[src/rtl/quicksort_main.sv]
// quicksort_main
// Sorts a 10-entry signed byte array held in internal RAM A into ascending
// order. Each start copies the initial-value ROM B into A and then runs an
// iterative (explicit stack) Lomuto quicksort in place. When the sort is
// finished, done_port pulses for one cycle.
//
// Ports
//   clock, reset                 rising-edge clock, asynchronous active-low reset
//   start_port                   start pulse, honoured only in IDLE
//   S_oe_ram/S_we_ram [1:0]      per-channel slave read/write enables
//   S_addr_ram [13:0]            channel k address = [7k+6:7k]
//   S_Wdata_ram [15:0]           channel k write byte = [8k+7:8k]
//   S_data_ram_size [7:0]        channel k access size = [4k+3:4k]; only 8 is decoded
//   M_Rdata_ram, M_DataRdy       master bus inputs (not used)
//   done_port                    one-cycle completion pulse
//   Sout_Rdata_ram [15:0]        per-channel read data, 0 on lanes without a read ack
//   Sout_DataRdy [1:0]           per-channel ack, one cycle after an accepted request
//   Mout_*                       master bus outputs, tied to 0
//
// Slave channel 0 maps RAM A and channel 1 maps ROM B. Channel 0 writes take
// effect only in IDLE. Channel 1 writes are acknowledged but not stored.
module quicksort_main #(
  parameter int MEM_var_28860_28869 = 32,
  parameter int MEM_var_29137_28866 = 32
) (
  input  logic        clock,
  input  logic        reset,
  input  logic        start_port,
  input  logic [1:0]  S_oe_ram,
  input  logic [1:0]  S_we_ram,
  input  logic [13:0] S_addr_ram,
  input  logic [15:0] S_Wdata_ram,
  input  logic [7:0]  S_data_ram_size,
  input  logic [15:0] M_Rdata_ram,
  input  logic [1:0]  M_DataRdy,
  output logic        done_port,
  output logic [15:0] Sout_Rdata_ram,
  output logic [1:0]  Sout_DataRdy,
  output logic [1:0]  Mout_oe_ram,
  output logic [1:0]  Mout_we_ram,
  output logic [13:0] Mout_addr_ram,
  output logic [15:0] Mout_Wdata_ram,
  output logic [7:0]  Mout_data_ram_size
);

  localparam int         N      = 10;
  localparam logic [3:0] LAST   = 4'(N - 1);
  localparam logic [6:0] BASE_A = 7'(MEM_var_28860_28869);
  localparam logic [6:0] BASE_B = 7'(MEM_var_29137_28866);

  typedef enum logic [2:0] {IDLE, COPY, POP, PART, PUSH, DONE} state_t;

  state_t state, state_nx;

  logic signed [7:0] mem_a  [0:N-1];
  logic        [3:0] stk_lo [0:N-1];
  logic        [3:0] stk_hi [0:N-1];
  logic        [3:0] sp, idx, lo, hi, i, j;
  logic signed [7:0] pivot;

  function automatic logic signed [7:0] rom_b(input logic [3:0] k);
    case (k)
      4'd0:    rom_b = 8'h05;
      4'd1:    rom_b = 8'hFD;
      4'd2:    rom_b = 8'h0C;
      4'd3:    rom_b = 8'h00;
      4'd4:    rom_b = 8'h07;
      4'd5:    rom_b = 8'h07;
      4'd6:    rom_b = 8'h80;
      4'd7:    rom_b = 8'h7F;
      4'd8:    rom_b = 8'h01;
      4'd9:    rom_b = 8'h02;
      default: rom_b = 8'h00;
    endcase
  endfunction

  // The stack top is read combinationally so that a pop and the range test finish in one cycle.
  logic [3:0] top, top_lo, top_hi;
  logic       lt_pivot, push_hi, push_lo;

  assign top      = (sp == 4'd0) ? 4'd0 : sp - 4'd1;
  assign top_lo   = stk_lo[top];
  assign top_hi   = stk_hi[top];
  assign lt_pivot = mem_a[j] < pivot;
  assign push_hi  = (i + 4'd1) < hi;
  assign push_lo  = i > lo;

  // Slave address decode. The offset is forced to 0 on a miss, so array
  // reads always use a valid index.
  logic [6:0]        ch_addr [0:1];
  logic [6:0]        ch_base [0:1];
  logic [3:0]        ch_off  [0:1];
  logic [1:0]        hit, rd;
  logic signed [7:0] rbyte   [0:1];
  logic              wr_a;

  always_comb begin
    hit = 2'b00;
    rd  = 2'b00;
    for (int k = 0; k < 2; k++) begin
      ch_addr[k] = S_addr_ram[7*k +: 7];
      ch_base[k] = (k == 0) ? BASE_A : BASE_B;
      hit[k]     = (S_oe_ram[k] | S_we_ram[k]) &&
                   (ch_addr[k] >= ch_base[k]) &&
                   (ch_addr[k] < ch_base[k] + 7'(N)) &&
                   (S_data_ram_size[4*k +: 4] == 4'd8);
      ch_off[k]  = hit[k] ? 4'(ch_addr[k] - ch_base[k]) : 4'd0;
      rd[k]      = hit[k] & S_oe_ram[k];
    end
    rbyte[0] = mem_a[ch_off[0]];
    rbyte[1] = rom_b(ch_off[1]);
  end

  assign wr_a = hit[0] & S_we_ram[0] & ~S_oe_ram[0] & (state == IDLE);

  // Stage p0 -> p1: register the ack and the read data sampled at request time.
  logic [1:0]  vld_p1;
  logic [15:0] rdata_p1;

  always_ff @(posedge clock or negedge reset) begin
    if (!reset) begin
      vld_p1   <= 2'b00;
      rdata_p1 <= 16'h0000;
    end else begin
      vld_p1   <= hit;
      rdata_p1 <= {rd[1] ? rbyte[1] : 8'sh00, rd[0] ? rbyte[0] : 8'sh00};
    end
  end

  assign Sout_DataRdy   = vld_p1;
  assign Sout_Rdata_ram = rdata_p1;

  // Control state: FSM register and stack pointer.
  always_ff @(posedge clock or negedge reset) begin
    if (!reset) begin
      state <= IDLE;
      sp    <= 4'd0;
    end else begin
      state <= state_nx;
      case (state)
        COPY:    if (idx == LAST) sp <= 4'd1;
        POP:     if (sp != 4'd0) sp <= sp - 4'd1;
        PUSH:    sp <= sp + {3'b000, push_hi} + {3'b000, push_lo};
        default: ;
      endcase
    end
  end

  always_comb begin
    state_nx  = state;
    done_port = 1'b0;
    case (state)
      IDLE: if (start_port) state_nx = COPY;
      COPY: if (idx == LAST) state_nx = POP;
      POP: begin
        if (sp == 4'd0)          state_nx = DONE;
        else if (top_lo < top_hi) state_nx = PART;
        else                     state_nx = POP;
      end
      PART: if (j == hi) state_nx = PUSH;
      PUSH: state_nx = POP;
      DONE: begin
        done_port = 1'b1;
        state_nx  = IDLE;
      end
      default: state_nx = IDLE;
    endcase
  end

  // Datapath: RAM A, the stack entries and the partition indices.
  // (lo, i-1) is pushed after (i+1, hi), so the left sub-range is popped first.
  always_ff @(posedge clock) begin
    if (wr_a) mem_a[ch_off[0]] <= S_Wdata_ram[7:0];
    case (state)
      IDLE: idx <= 4'd0;
      COPY: begin
        mem_a[idx] <= rom_b(idx);
        idx        <= idx + 4'd1;
        if (idx == LAST) begin
          stk_lo[0] <= 4'd0;
          stk_hi[0] <= LAST;
        end
      end
      POP: begin
        if (sp != 4'd0) begin
          lo    <= top_lo;
          hi    <= top_hi;
          pivot <= mem_a[top_hi];
          i     <= top_lo;
          j     <= top_lo;
        end
      end
      PART: begin
        if (j == hi) begin
          mem_a[i]  <= mem_a[hi];
          mem_a[hi] <= mem_a[i];
        end else begin
          if (lt_pivot) begin
            mem_a[i] <= mem_a[j];
            mem_a[j] <= mem_a[i];
            i        <= i + 4'd1;
          end
          j <= j + 4'd1;
        end
      end
      PUSH: begin
        if (push_hi) begin
          stk_lo[sp] <= i + 4'd1;
          stk_hi[sp] <= hi;
        end
        if (push_lo) begin
          stk_lo[sp + {3'b000, push_hi}] <= lo;
          stk_hi[sp + {3'b000, push_hi}] <= i - 4'd1;
        end
      end
      default: ;
    endcase
  end

  assign Mout_oe_ram        = 2'b00;
  assign Mout_we_ram        = 2'b00;
  assign Mout_addr_ram      = 14'h0000;
  assign Mout_Wdata_ram     = 16'h0000;
  assign Mout_data_ram_size = 8'h00;

  logic unused_inputs;
  assign unused_inputs = ^{M_Rdata_ram, M_DataRdy, S_Wdata_ram[15:8]};

endmodule

[config.mk]
export PLATFORM = sky130hd
export DESIGN_NAME = quicksort_main
export DESIGN_NICKNAME = d
export VERILOG_FILES = /design/src/rtl/quicksort_main.sv
export SDC_FILE = /design/constraint.sdc
export NUM_CORES = 1
export LEC_CHECK = 0
export BUFFER_PORTS_ARGS = -buffer_cell sky130_fd_sc_hd__clkbuf_2
export CAP_MARGIN = 20
export CORE_UTILIZATION = 40
export DETAILED_ROUTE_END_ITERATION = 16
export GPL_TIMING_DRIVEN = 0
export PLACE_DENSITY_LB_ADDON = 0.25
export SLEW_MARGIN = 10
export SYNTH_ARGS = -nofsm -noshare
export SYNTH_HDL_FRONTEND = slang
export SYNTH_SLANG_ARGS = --single-unit
export TNS_END_PERCENT = 10
[constraint.sdc]
create_clock -name clock -period 5.6 [get_ports clock]
set_input_delay 0.28 -clock clock [delete_from_list [all_inputs] [get_ports clock]]
set_output_delay 0.28 -clock clock [all_outputs]
set_load 0.02 [all_outputs]
======== Word-level counts from Yosys, hierarchy flattened ========
Memories as Yosys holds them, arrays and structs flattened. A register that Yosys moved wholly into a read port is not among the register bits.
Cells that the tools add are included.
operators by class
  $add $sub $neg .......................... 9
  magnitude comparators ................... 8
  equal/unequal tests ..................... 15
  muxes and demuxes ....................... 63
  bitwise gates (word level) .............. 9
  reduce and logical (&&, ||, !) cells .... 22
operators with widths
  cell                   count
  $mux W4                20
  $mux W8                7
  $mux W1                27
  $pmux W4 S2            3
  $reduce_or A8 Y1       3
  $sub A4 B1 Y4 const B  4
  $pmux W3 S5            1
  $ge A7 B6 Y1 const B   2
  $lt A7 B6 Y1 const B   2
  $add A4 B1 Y4 const B  3
  $eq A4 B4 Y1 const B   3
  $mux W3                4
  $ne A2 B2 Y1 const B   6
  $pmux W4 S3            1
  $reduce_and A3 Y1      3
  $add A4 B1 Y4          2
  $lt A4 B4 Y1           2
  $lt A8 B8 Y1           1
  $reduce_or A4 Y1       2
  $eq A3 B2 Y1 const B   2
  $eq A3 B3 Y1 const B   2
  $logic_and A1 B1 Y1    6
  $and A1 B1 Y1          5
  $eq A4 B4 Y1           1
  other kinds (11)       14
storage, ports and cells
  flip-flop bits (word level) ............. 45
  RAM bits ................................ 160
  memory bits (read-only) ................. 256
  input bits .............................. 63
  output and inout bits ................... 61
  word-level logic and storage cells ...... 140
  memories ................................ 5
memory list
  name             words  width  read ports  clocked after memory_dff  write ports  RTL line  text
  (no name shown)  16     8      1           1                         0            62        case (k)
  (no name shown)  16     8      1           0                         0            62
  mem_a            10     8      5           4                         2            55        logic signed [7:0] mem_a [0:N-1];
  stk_hi           10     4      1           0                         2            57        logic [3:0] stk_hi [0:N-1];
  stk_lo           10     4      1           0                         2            56        logic [3:0] stk_lo [0:N-1];

======== Logic depth before layout (Yosys ltp) ========
Gate-level depths: netlist of the first run.
  depth after elaboration ................. 11
  depth in mapped cells ................... 18
  depth with buffers taken out ............ 16

======== Worst setup path before layout of the first run ========
OpenSTA, ideal clock, no wires.
  kind .................................... register to register
  start ................................... reg with a tool-made name
  end ..................................... mem mem_a[2][0], enable pin
  library setup time ...................... 0.384 ns
  data arrival time ....................... 4.247 ns
  required time ........................... 5.216 ns
  slack ................................... 0.969 ns
  cell stages (with the launch flop) ...... 18
  buffers on the path ..................... 5
  period minus slack after synthesis ...... 4.631 ns
  cells stage by stage .................... dfxtp_1 clkbuf_1 buf_2 buf_2 mux4_2 a211oi_1 a21oi_1 ha_1 o21ai_0 a21oi_1 o21ai_0 a21oi_1 a211o_1 buf_2 buf_2 nor3_1 a31oi_1 o21ai_0
RTL lines
  element           RTL line
  end: declaration  55

======== Worst setup path in the final report of the first run ========
  start ................................... reg sp[0]
  end ..................................... reg pivot[7] (read register of mem_a), data pin
between the ends
  longest elaborated chain between the ends .. 3
  elaborated cells between the ends (all ways) .. 6
  classes of those cells .................. add/sub (1); mux (1); reduce/logical (3); memory (1)
RTL lines
  element                                            RTL line  text
  start: declaration                                 58        logic [3:0] sp, idx, lo, hi, i, j;
  start signal: assignment                           142       POP: if (sp != 4'd0) sp <= sp - 4'd1;
  start signal: assignment                           143       PUSH: sp <= sp + {3'b000, push_hi} + {3'b000, push_lo};
  $sub A4 B1 Y4 or $logic_not A4 Y1 (tied branches)  81        assign top = (sp == 4'd0) ? 4'd0 : sp - 4'd1;
  $mux W4                                            81
  $mem_v2 Z10 W4                                     -
  end: declaration                                   59        logic signed [7:0] pivot;
Several ways; a longest one is shown, not always the timed one.
A chain may end at the register's enable or synchronous reset.

==> impl_metrics.csv, run 1 <==
group,metric,value,unit
yosys,ys_ff_latch,229,
timing,slew_headroom,21.6,%
layout,layout_commonest_cell,"edfxtp_1",
yosys,syn_avg_cell_area,11.0,sq um
global_routing,grt_antenna_before_repair,0,
yosys,synth_edf_count,188,
placed_design,place_inst,2052,
global_routing,grt_overflow,0,
layout,fin_area,0.0178,sq mm
timing,setup_viol,0,
floorplan,die_area,0.0401,sq mm
clock_network,cts.clk_slew.worst_paths,60,ps
layout,insertedDiodeCount,0,
floorplan,start_util,40.6,%
setup_path,crit_path_start_kind,"flop",
floorplan,rows,72,
yosys,synth-async-reset-ratio,10.0,%
setup_path,cp.required,5880,ps
detailed_routing,drt_iter0_drc,1193,
floorplan,die_y,200,um
layout,area_delta_synth_final,13.3,%
global_routing,grt_usage,24.4,%
clock_network,insertion_delay,550,ps
clock_network,htree_levels,1,
placed_design,io_buffers,51,
clock_network,cts_sinks,229,
timing,whs,47.8,ps
global_routing,grt_pass1_vias,11941,
timing,hold_viol,0,
layout,mostFrequentLayoutCells,"edfxtp_1 (188), mux2i_1 (185), nand2_1 (130)",
power_and_ir_drop,power_density,604,mW/mm^2
timing,finalCritPeriodShare,96.8,%
yosys,synth_cell_types,79,
timing,rsz0062_at_grt,"yes",
placed_design,gp_congestion,0.973,
min_path,hp-class,"input port to flop",
power_and_ir_drop,irDropWorstVdd,0.292,mV
layout,nNetsFinal,1669,
floorplan,io_pins,124,
clock_network,clockBufferDepth,3,
yosys,synth-main-ff-cell,"edfxtp_1",
floorplan,core,0.0387,sq mm
timing,skew,14.3,ps
placed_design,placed_cell_area,0.0168,sq mm
detailed_routing,dr_total_vias,12360,
timing,min_period,5420,ps
setup_path,cp-end-kind,"flop",
yosys,yosys_warnings,0,
setup_path,cpMaxStageDelayCell,"a31oi_1",
floorplan,die_x,200,um
flow_run,timing.max_cap.violations,0,
yosys,syn-cell-area,0.0157,sq mm
setup_path,path_class,"flop to flop",
setup_path,crit_path_cell_trace,"inv_1, clkbuf_1, ha_1, buf_2, nor3b_2, o21ai_0, a221o_1, a31oi_1, clkbuf_1, mux2_2, o211ai_1, o211ai_1",
setup_path,cp.arrival,5700,ps
setup_path,max_stage_delay,870,ps
layout,final_cells,2105,
yosys,syn_inst,1435,
detailed_routing,routed_via_density,5.87,
clock_network,cts_buffers,27,
clock_network,cts-root-buf,"clkbuf_16",
timing,max_clock_freq,185,MHz
detailed_routing,drcViolationCount,0,
detailed_routing,wl_per_cell,23.5,um
clock_network,cts_tree,"built",
global_routing,grt_pass1_wl,75.0,mm
setup_path,cp_max_fo,10,
timing,slew_violations,0,
placed_design,hpwl,38.5,mm
layout,drive_gt1_share,20.7,%
power_and_ir_drop,leakage,0.00698,uW
timing,worst_pin_slew,1160,ps
yosys,ys_seq_area_share,41.9,%
clock_network,post-cts-setup-buffer-count,0,
detailed_routing,final_antenna_net_count,0,
run_status,status,"completed",
global_routing,grt_max_degree,24,
detailed_routing,dr.pass1.iters,6,
detailed_routing,wl,49.4,mm
stage by stage:
step                util, %  power [uW]  TNS, ps  worst slack [ps]
floorplan                 -        7030        0               969
global placement       43.3        8750   -17230              -529
detailed placement     43.4        8840    -9450              -321
CTS                    45.8       10600     -256             -34.3
global route           46.0       11400     -737             -97.6
finish                 46.0       10800        0               181
final timing paths:
kind                                         start                end  slack (ps)  cells past startpoint
worst min-delay path            S_data_ram_size[4]    Sout_DataRdy[1]          50                      3
worst max register to register               sp[0]           pivot[7]         180                     12
worst min register to register            state[2]           state[1]         560                      1
worst max-delay path                         sp[0]           pivot[7]         180                     12
max in group asynchronous                    reset           state[2]        4900                      2
min in group asynchronous                    reset  Sout_Rdata_ram[9]         290                      2
metal layers:
layer | global-route usage (%) | part of all wire [%]
met5 | 0 | 0
met4 | 7.20 | 2.8
met3 | 3.11 | 6.5
met2 | 40.2 | 47
met1 | 33.5 | 43
registers in the layout (all words and copies together), names as in the netlist, named ones only:
| register | flops |
|---|---|
| hi | 4 |
| sp | 4 |
| pivot | 8 |
| j | 4 |
| lo | 4 |
| idx | 4 |
| stk_hi | 40 |
| mem_a | 80 |
| i | 4 |
| Sout_DataRdy | 2 |
| stk_lo | 40 |
| Sout_Rdata_ram | 14 |
| state | 3 |
cell usage after synthesis (29+ instances only):
cell type | number | share of area, %
a211oi_1 | 31 | 1.5
edfxtp_1 | 188 | 36
nor3_1 | 29 | 0.92
mux2i_1 | 185 | 12
a21oi_1 | 64 | 2.0
clkbuf_1 | 78 | 1.9
mux4_2 | 50 | 7.2
nand2_1 | 130 | 3.1
mux2_2 | 77 | 5.5
ha_1 | 38 | 3.0
inv_1 | 39 | 0.93
nor2_1 | 65 | 1.6
buf_4 | 49 | 2.3
o21ai_0 | 56 | 1.8
o211ai_1 | 30 | 1.4
worst max-delay path: cells and delay by family (launching register included):
family,cells,cell delay (ps)
AOI/OAI and AO/OA,5,1750
adders and majority gates,1,240
buffers and inverters,4,1560
DFF,1,440
muxes,1,420
and+or+nand+nor,1,720
area by class of cell:
type,instances,area [sq um]
sequential,229,6580
clock buffer,33,728
clock inverter,15,150
tap,518,648
timing repair buffer,63,344
fill,3643,20900
buffer,155,798
inverter,41,154
multi-input combinational,1051,8400
where the power goes:
part,leakage (uW),switching [uW],internal [uW],total (uW)
Clock,0.000432,706,1050,1760
Sequential,0.00218,380,2490,2870
Combinational,0.00437,3800,2330,6130
Total,0.00698,4890,5870,10800
what timing repair did:
item / in CTS / in global routing
endpoints found under the hold margin: 25 / 0
hold buffers: 2 / 0
endpoints found under the setup margin: 58 / 126
resized for setup: 9 / 11
cells by family (layout without fill, tap and decap cells):
logic type | Yosys count | after routing | synth area share [%]
xor+xnor | 15 | 15 | 0.836
flops | 229 | 229 | 41.9
buf+inv | 196 | 307 | 6.01
other cells | 1 | 42 | 0.0239
fa+ha+maj | 38 | 38 | 3.03
mux | 312 | 312 | 24.5
compound gates | 301 | 301 | 13.3
simple gates | 343 | 343 | 10.5
(Power assumes the default switching activity.)
==> run 2: changes to the inputs <==
SETUP_SLACK_MARGIN = 0.2   (was unset)
==> run 2 against run 1 <==
Compared with the run above: worst hold slack got worse by 1.2 ps; highest routed layer unchanged; critical path depth rose by 3; combinational power barely moved; total power rose by 0.18%; critical path type unchanged; setup slack improved by 47 ps; register-to-register slack improved by 50 ps; clock-buffer cell count did not move.
==> impl_metrics.csv, run 2 (synthesis gave the netlist of run 1 again) <==
group,metric,value,unit
layout,drive_gt1_share,21.1,%
global_routing,grt_pass1_wl,75.1,mm
global_routing,grt_usage,24.4,%
power_and_ir_drop,irDropWorstVdd,0.291,mV
detailed_routing,drcViolationCount,0,
detailed_routing,wl_per_cell,23.5,um
timing,min_period,5370,ps
floorplan,die_y,200,um
setup_path,crit_path_cell_trace,"inv_1, clkbuf_1, ha_1, buf_2, or3b_2, clkbuf_1, nand2_1, clkbuf_1, a311oi_1, o21ai_0, o21ai_0, ha_1, o211ai_1, o21ai_0, a21oi_1",
power_and_ir_drop,power_density,605,mW/mm^2
detailed_routing,dr.pass1.iters,5,
floorplan,start_util,40.6,%
power_and_ir_drop,leakage,0.00699,uW
run_status,status,"completed",
detailed_routing,dr_total_vias,12373,
setup_path,worstReg2RegStart,"sp[0]",
global_routing,grt_pass1_vias,11940,
timing,slew_violations,0,
placed_design,gp_congestion,0.973,
placed_design,place_inst,2052,
timing,max_clock_freq,186,MHz
timing,worst_pin_slew,1150,ps
setup_path,cp.arrival,5800,ps
layout,nNetsFinal,1669,
layout,largest-register,"mem_a",
placed_design,io_buffers,51,
clock_network,cts-root-buf,"clkbuf_16",
setup_path,path_depth,15,
timing,slew_headroom,22.8,%
setup_path,reg2reg_depth,15,
setup_path,crit_start,"sp[0]",
clock_network,cts_tree,"built",
setup_path,path_class,"flop to flop",
clock_network,clockBufferDepth,3,
flow_run,timing.max_cap.violations,0,
layout,layout_commonest_cell,"edfxtp_1",
floorplan,core,0.0387,sq mm
power_and_ir_drop,total_power,10800,uW
min_path,hp-class,"input port to flop",
timing,worst_slack,227,ps
clock_network,htree_levels,1,
global_routing,grt_antenna_before_repair,0,
setup_path,crit_buf_inv,5,
clock_network,cts_buffers,27,
timing,tns,0,ps
timing,rsz0062_at_grt,"yes",
floorplan,rows,72,
setup_path,max_stage_delay,570,ps
floorplan,die_x,200,um
clock_network,post-cts-setup-buffer-count,0,
setup_path,crit_family,"buffers and inverters",
setup_path,cp-end-kind,"flop",
layout,largest_reg_flops,80,
detailed_routing,drt_iter0_drc,1225,
floorplan,die_area,0.0401,sq mm
layout,area_delta_synth_final,13.4,%
timing,hold_viol,0,
clock_network,insertion_delay,550,ps
placed_design,pre_cts_ws,-321,ps
setup_path,endpoint,"state[0]",
placed_design,hpwl,38.5,mm
global_routing,grt_overflow,0,
layout,mostFrequentLayoutCells,"edfxtp_1 (188), mux2i_1 (185), nand2_1 (130)",
layout,reg_top3,"mem_a: 80 flops, stk_hi: 40 flops, stk_lo: 40 flops",
timing,skew,13.4,ps
setup_path,cp.required,6030,ps
setup_path,crit_path_start_kind,"flop",
layout,final_cells,2106,
detailed_routing,final_antenna_net_count,0,
clock_network,cts.clk_slew.worst_paths,60,ps
clock_network,cts_sinks,229,
timing,finalCritPeriodShare,95.9,%
floorplan,io_pins,124,
setup_path,rr_endpoint,"state[0]",
timing,setup_viol,0,
detailed_routing,routed_via_density,5.88,
global_routing,grt_max_degree,24,
detailed_routing,wl,49.4,mm
setup_path,cp_max_fo,10,
setup_path,r2r_slack,230,ps
setup_path,cpMaxStageDelayCell,"clkbuf_1",
## run 2: changes by cell type in the layout (fill, tap and decap cells not counted)
cell      before  now
a31oi_1       20   19
clkbuf_2      53   56
clkbuf_4       2    0
buf_4         54   56
diode_2        0    1
a21oi_2        0    2
clkbuf_1      79   76
a31oi_2        1    2
a21oi_1       64   62
## run 2: timing repair
action | 4_1_cts | 5_1_grt
gates resized for setup | 14 | 15
endpoints found under the hold margin | 25 | 0
endpoints found under the setup margin | 105 | 168
pin swaps | 0 | 0
hold buffers | 2 | 0
## run 2: worst min path at each step
stage                             from                end  slack, ps  cells after the start
floorplan                        reset    Sout_DataRdy[0]        -20                      0
global placement                 reset  Sout_Rdata_ram[8]        330                      1
detailed placement               reset  Sout_Rdata_ram[9]        340                      1
CTS                     S_addr_ram[10]  Sout_Rdata_ram[9]         20                      3
global route        S_data_ram_size[5]    Sout_DataRdy[1]         50                      3
finish              S_data_ram_size[4]    Sout_DataRdy[1]         50                      3
## run 2: stage by stage
step | utilization (%) | hold WS [ps] | area [sq um]
after global placement | 43.3 | 325 | 16800
final | 46.0 | 46.6 | 17800
after floorplan | - | -15.6 | 15900
after global routing | 46.0 | 51.0 | 17800
after CTS | 45.9 | 21.6 | 17800
after detailed placement | 43.4 | 336 | 16800
## run 2: power by group
part | switching (uW) | internal, uW | leakage (uW)
Sequential | 382 | 2490 | 0.00218
Combinational | 3810 | 2330 | 0.00438
Clock | 707 | 1050 | 0.000432
## run 2: layer usage
metal,share of wire (%),vias up,global-route usage (%)
met5,0,-,0
met4,2.7,0,7.20
met2,47,550,40.2
li1,-,5626,-
met3,7.2,97,3.11
met1,43,6100,33.5
## run 2: final cells by class
| type | instances | area (sq um) |
|---|---|---|
| Antenna cell | 1 | 2.50 |
| Clock buffer | 33 | 728 |
| Buffer | 155 | 802 |
| Sequential cell | 229 | 6580 |
| Inverter | 41 | 154 |
| Tap cell | 518 | 648 |
| Multi-Input combinational cell | 1051 | 8410 |
| Timing Repair Buffer | 63 | 344 |
| Clock inverter | 15 | 150 |
| Fill cell | 3638 | 20900 |
## run 2: worst min-delay path: cells and delay by family
kind                   cells  cell delay [ps]
AOI/OAI and AO/OA          1              150
buffers and inverters      1               80
and+or+nand+nor            1               40
==> run 3: changes to the inputs <==
BUFFER_PORTS_ARGS = unset   (was -buffer_cell sky130_fd_sc_hd__clkbuf_2)
DONT_BUFFER_PORTS = 1   (was unset)
==> run 3 against run 2 <==
Compared with the run above: first-iteration DRC count increased by 9.0%; non-clock buffer count decreased by 44; critical path depth decreased by 2; wire length increased by 0.60%; cell count decreased by 2.0%; via count decreased by 1.5%; die area unchanged; critical endpoint is now pivot[6].
==> impl_metrics.csv, run 3 (synthesis gave the netlist of run 1 again) <==
group,metric,value,unit
global_routing,grt_pass1_vias,11927,
clock_network,cts_sinks,229,
layout,area_delta_synth_final,12.4,%
floorplan,io_pins,124,
min_path,hp-class,"input port to flop",
timing,slew_headroom,24.6,%
timing,max_clock_freq,192,MHz
global_routing,grt_overflow,0,
detailed_routing,wl,49.7,mm
detailed_routing,final_antenna_net_count,0,
timing,worst_slack,379,ps
placed_design,gp_congestion,0.923,
clock_network,cts.clk_slew.worst_paths,60,ps
clock_network,cts_buffers,27,
power_and_ir_drop,total_power,10700,uW
global_routing,grt_pass1_wl,75.5,mm
timing,skew,33.1,ps
power_and_ir_drop,p_int,5830,uW
placed_design,placed_cell_area,0.0166,sq mm
setup_path,crit_path_start_kind,"flop",
timing,finalCritPeriodShare,93.2,%
layout,drive_gt1_share,19.0,%
layout,n_fill_cell,3681,
timing,rsz0062_at_grt,"yes",
global_routing,grt_max_degree,24,
detailed_routing,wl_per_cell,24.1,um
setup_path,cp-end-kind,"flop",
floorplan,core,0.0387,sq mm
layout,largest-register,"mem_a",
power_and_ir_drop,clock_power_share,16.0,%
setup_path,cp.arrival,5520,ps
global_routing,grt_usage,24.6,%
timing,whs,46.2,ps
clock_network,cts-root-buf,"clkbuf_16",
run_status,status,"completed",
power_and_ir_drop,p_seq_share,26.7,%
timing,setup_viol,0,
layout,fin_area,0.0177,sq mm
detailed_routing,routed_via_density,5.91,
timing,tns,0,ps
floorplan,die_y,200,um
min_path,hold_path_depth,4,
setup_path,reg2reg_depth,13,
layout,insertedDiodeCount,0,
power_and_ir_drop,combPwrFrac,57.3,%
detailed_routing,drt_iter0_drc,1335,
min_path,hold_start,"S_addr_ram[10]",
setup_path,cp_max_fo,10,
placed_design,io_buffers,0,
layout,nNetsFinal,1625,
setup_path,rr_endpoint,"pivot[6]",
placed_design,hpwl,38.3,mm
floorplan,die_area,0.0401,sq mm
layout,largest_reg_flops,80,
timing,hold_viol,0,
floorplan,start_util,40.6,%
min_path,min_to,"Sout_Rdata_ram[8]",
timing,worst_pin_slew,1120,ps
floorplan,die_x,200,um
layout,layout_commonest_cell,"edfxtp_1",
power_and_ir_drop,swShare,45.6,%
layout,mostFrequentLayoutCells,"edfxtp_1 (188), mux2i_1 (185), nand2_1 (130)",
floorplan,rows,72,
power_and_ir_drop,switchingPower,4900,uW
power_and_ir_drop,irDropWorstVdd,0.292,mV
power_and_ir_drop,leakage,0.00681,uW
setup_path,r2r_slack,380,ps
setup_path,worstReg2RegStart,"sp[0]",
clock_network,clockBufferDepth,3,
placed_design,pre_cts_ws,-349,ps
setup_path,path_class,"flop to flop",
timing,slew_violations,0,
global_routing,grt_antenna_before_repair,0,
layout,reg_top3,"mem_a: 80 flops, stk_hi: 40 flops, stk_lo: 40 flops",
clock_network,cts_tree,"built",
power_and_ir_drop,power_density,607,mW/mm^2
clock_network,insertion_delay,560,ps
flow_run,timing.max_cap.violations,0,
detailed_routing,dr_total_vias,12192,
detailed_routing,drcViolationCount,0,
timing,min_period,5220,ps
setup_path,cp.required,5900,ps
detailed_routing,dr.pass1.iters,8,
clock_network,htree_levels,1,
## run 3: stage by stage
stage / std cells / utilization, %
finish: 2063 / 45.6
global route: 2063 / 45.6
CTS: 2057 / 45.3
detailed placement: 1999 / 42.8
global placement: 1994 / 42.6
floorplan: 1476 / -
## run 3: critical path, stage by stage, from the launching register on
cell and delay, ps:
dfrtp_1 440, inv_1 190, clkbuf_1 530, ha_1 240
buf_2 230, nand2b_1 400, nand2_1 180, clkbuf_1 300
a211o_1 340, a31oi_1 770, clkbuf_1 580, mux2_2 420
o211ai_1 180, o211ai_1 130
## run 3: worst max-delay path by stage
| stage | start | to | slack, ps | cells after the start |
|---|---|---|---|---|
| after floorplan | flop | mem_a[2][0] | 970 | 17 |
| after global placement | flop | mem_a[2][2] | -590 | 17 |
| after detailed placement | flop | mem_a[3][3] | -350 | 17 |
| after CTS | i[0] | stk_lo[8][0] | 20 | 16 |
| after global routing | sp[0] | state[0] | 160 | 16 |
| final | sp[0] | pivot[6] | 380 | 13 |
## run 3: cell type report
cell class,count,area (sq um),share of cell area (%)
sequential,229,6580,37.3
inverter,41,154,0.871
clock inverter,8,50.0,0.283
buffer,155,805,4.55
multi-input combinational,1051,8460,47.9
clock buffer,42,813,4.60
tap,518,648,3.67
timing repair buffer,19,160,0.907
## run 3: what timing repair did
| item | in CTS | in global routing |
|---|---|---|
| hold endpoints to repair | 30 | 0 |
| hold buffers | 8 | 0 |
| pin swaps | 0 | 0 |
| gates resized for setup | 14 | 23 |
| endpoints found under the setup margin | 133 | 205 |
| buffers inserted | 0 | 0 |
## run 3: per-layer routing
| metal | track usage [%] | wire length (um) |
|---|---|---|
| met1 | 33.6 | 20600 |
| met2 | 41.1 | 24000 |
| met3 | 2.80 | 3770 |
| met4 | 7.20 | 1380 |
| met5 | 0 | 0 |
## run 3: power groups by stage
stage | Sequential (uW) | Clock [uW] | Combinational, uW
5_1_grt | 2890 | 1790 | 6660
4_1_cts | 2840 | 1740 | 6010
6_report | 2860 | 1720 | 6150
2_1_floorplan | 2690 | 0 | 4330
3_3_place_gp | 2870 | 0 | 5850
3_5_place_dp | 2870 | 0 | 5930
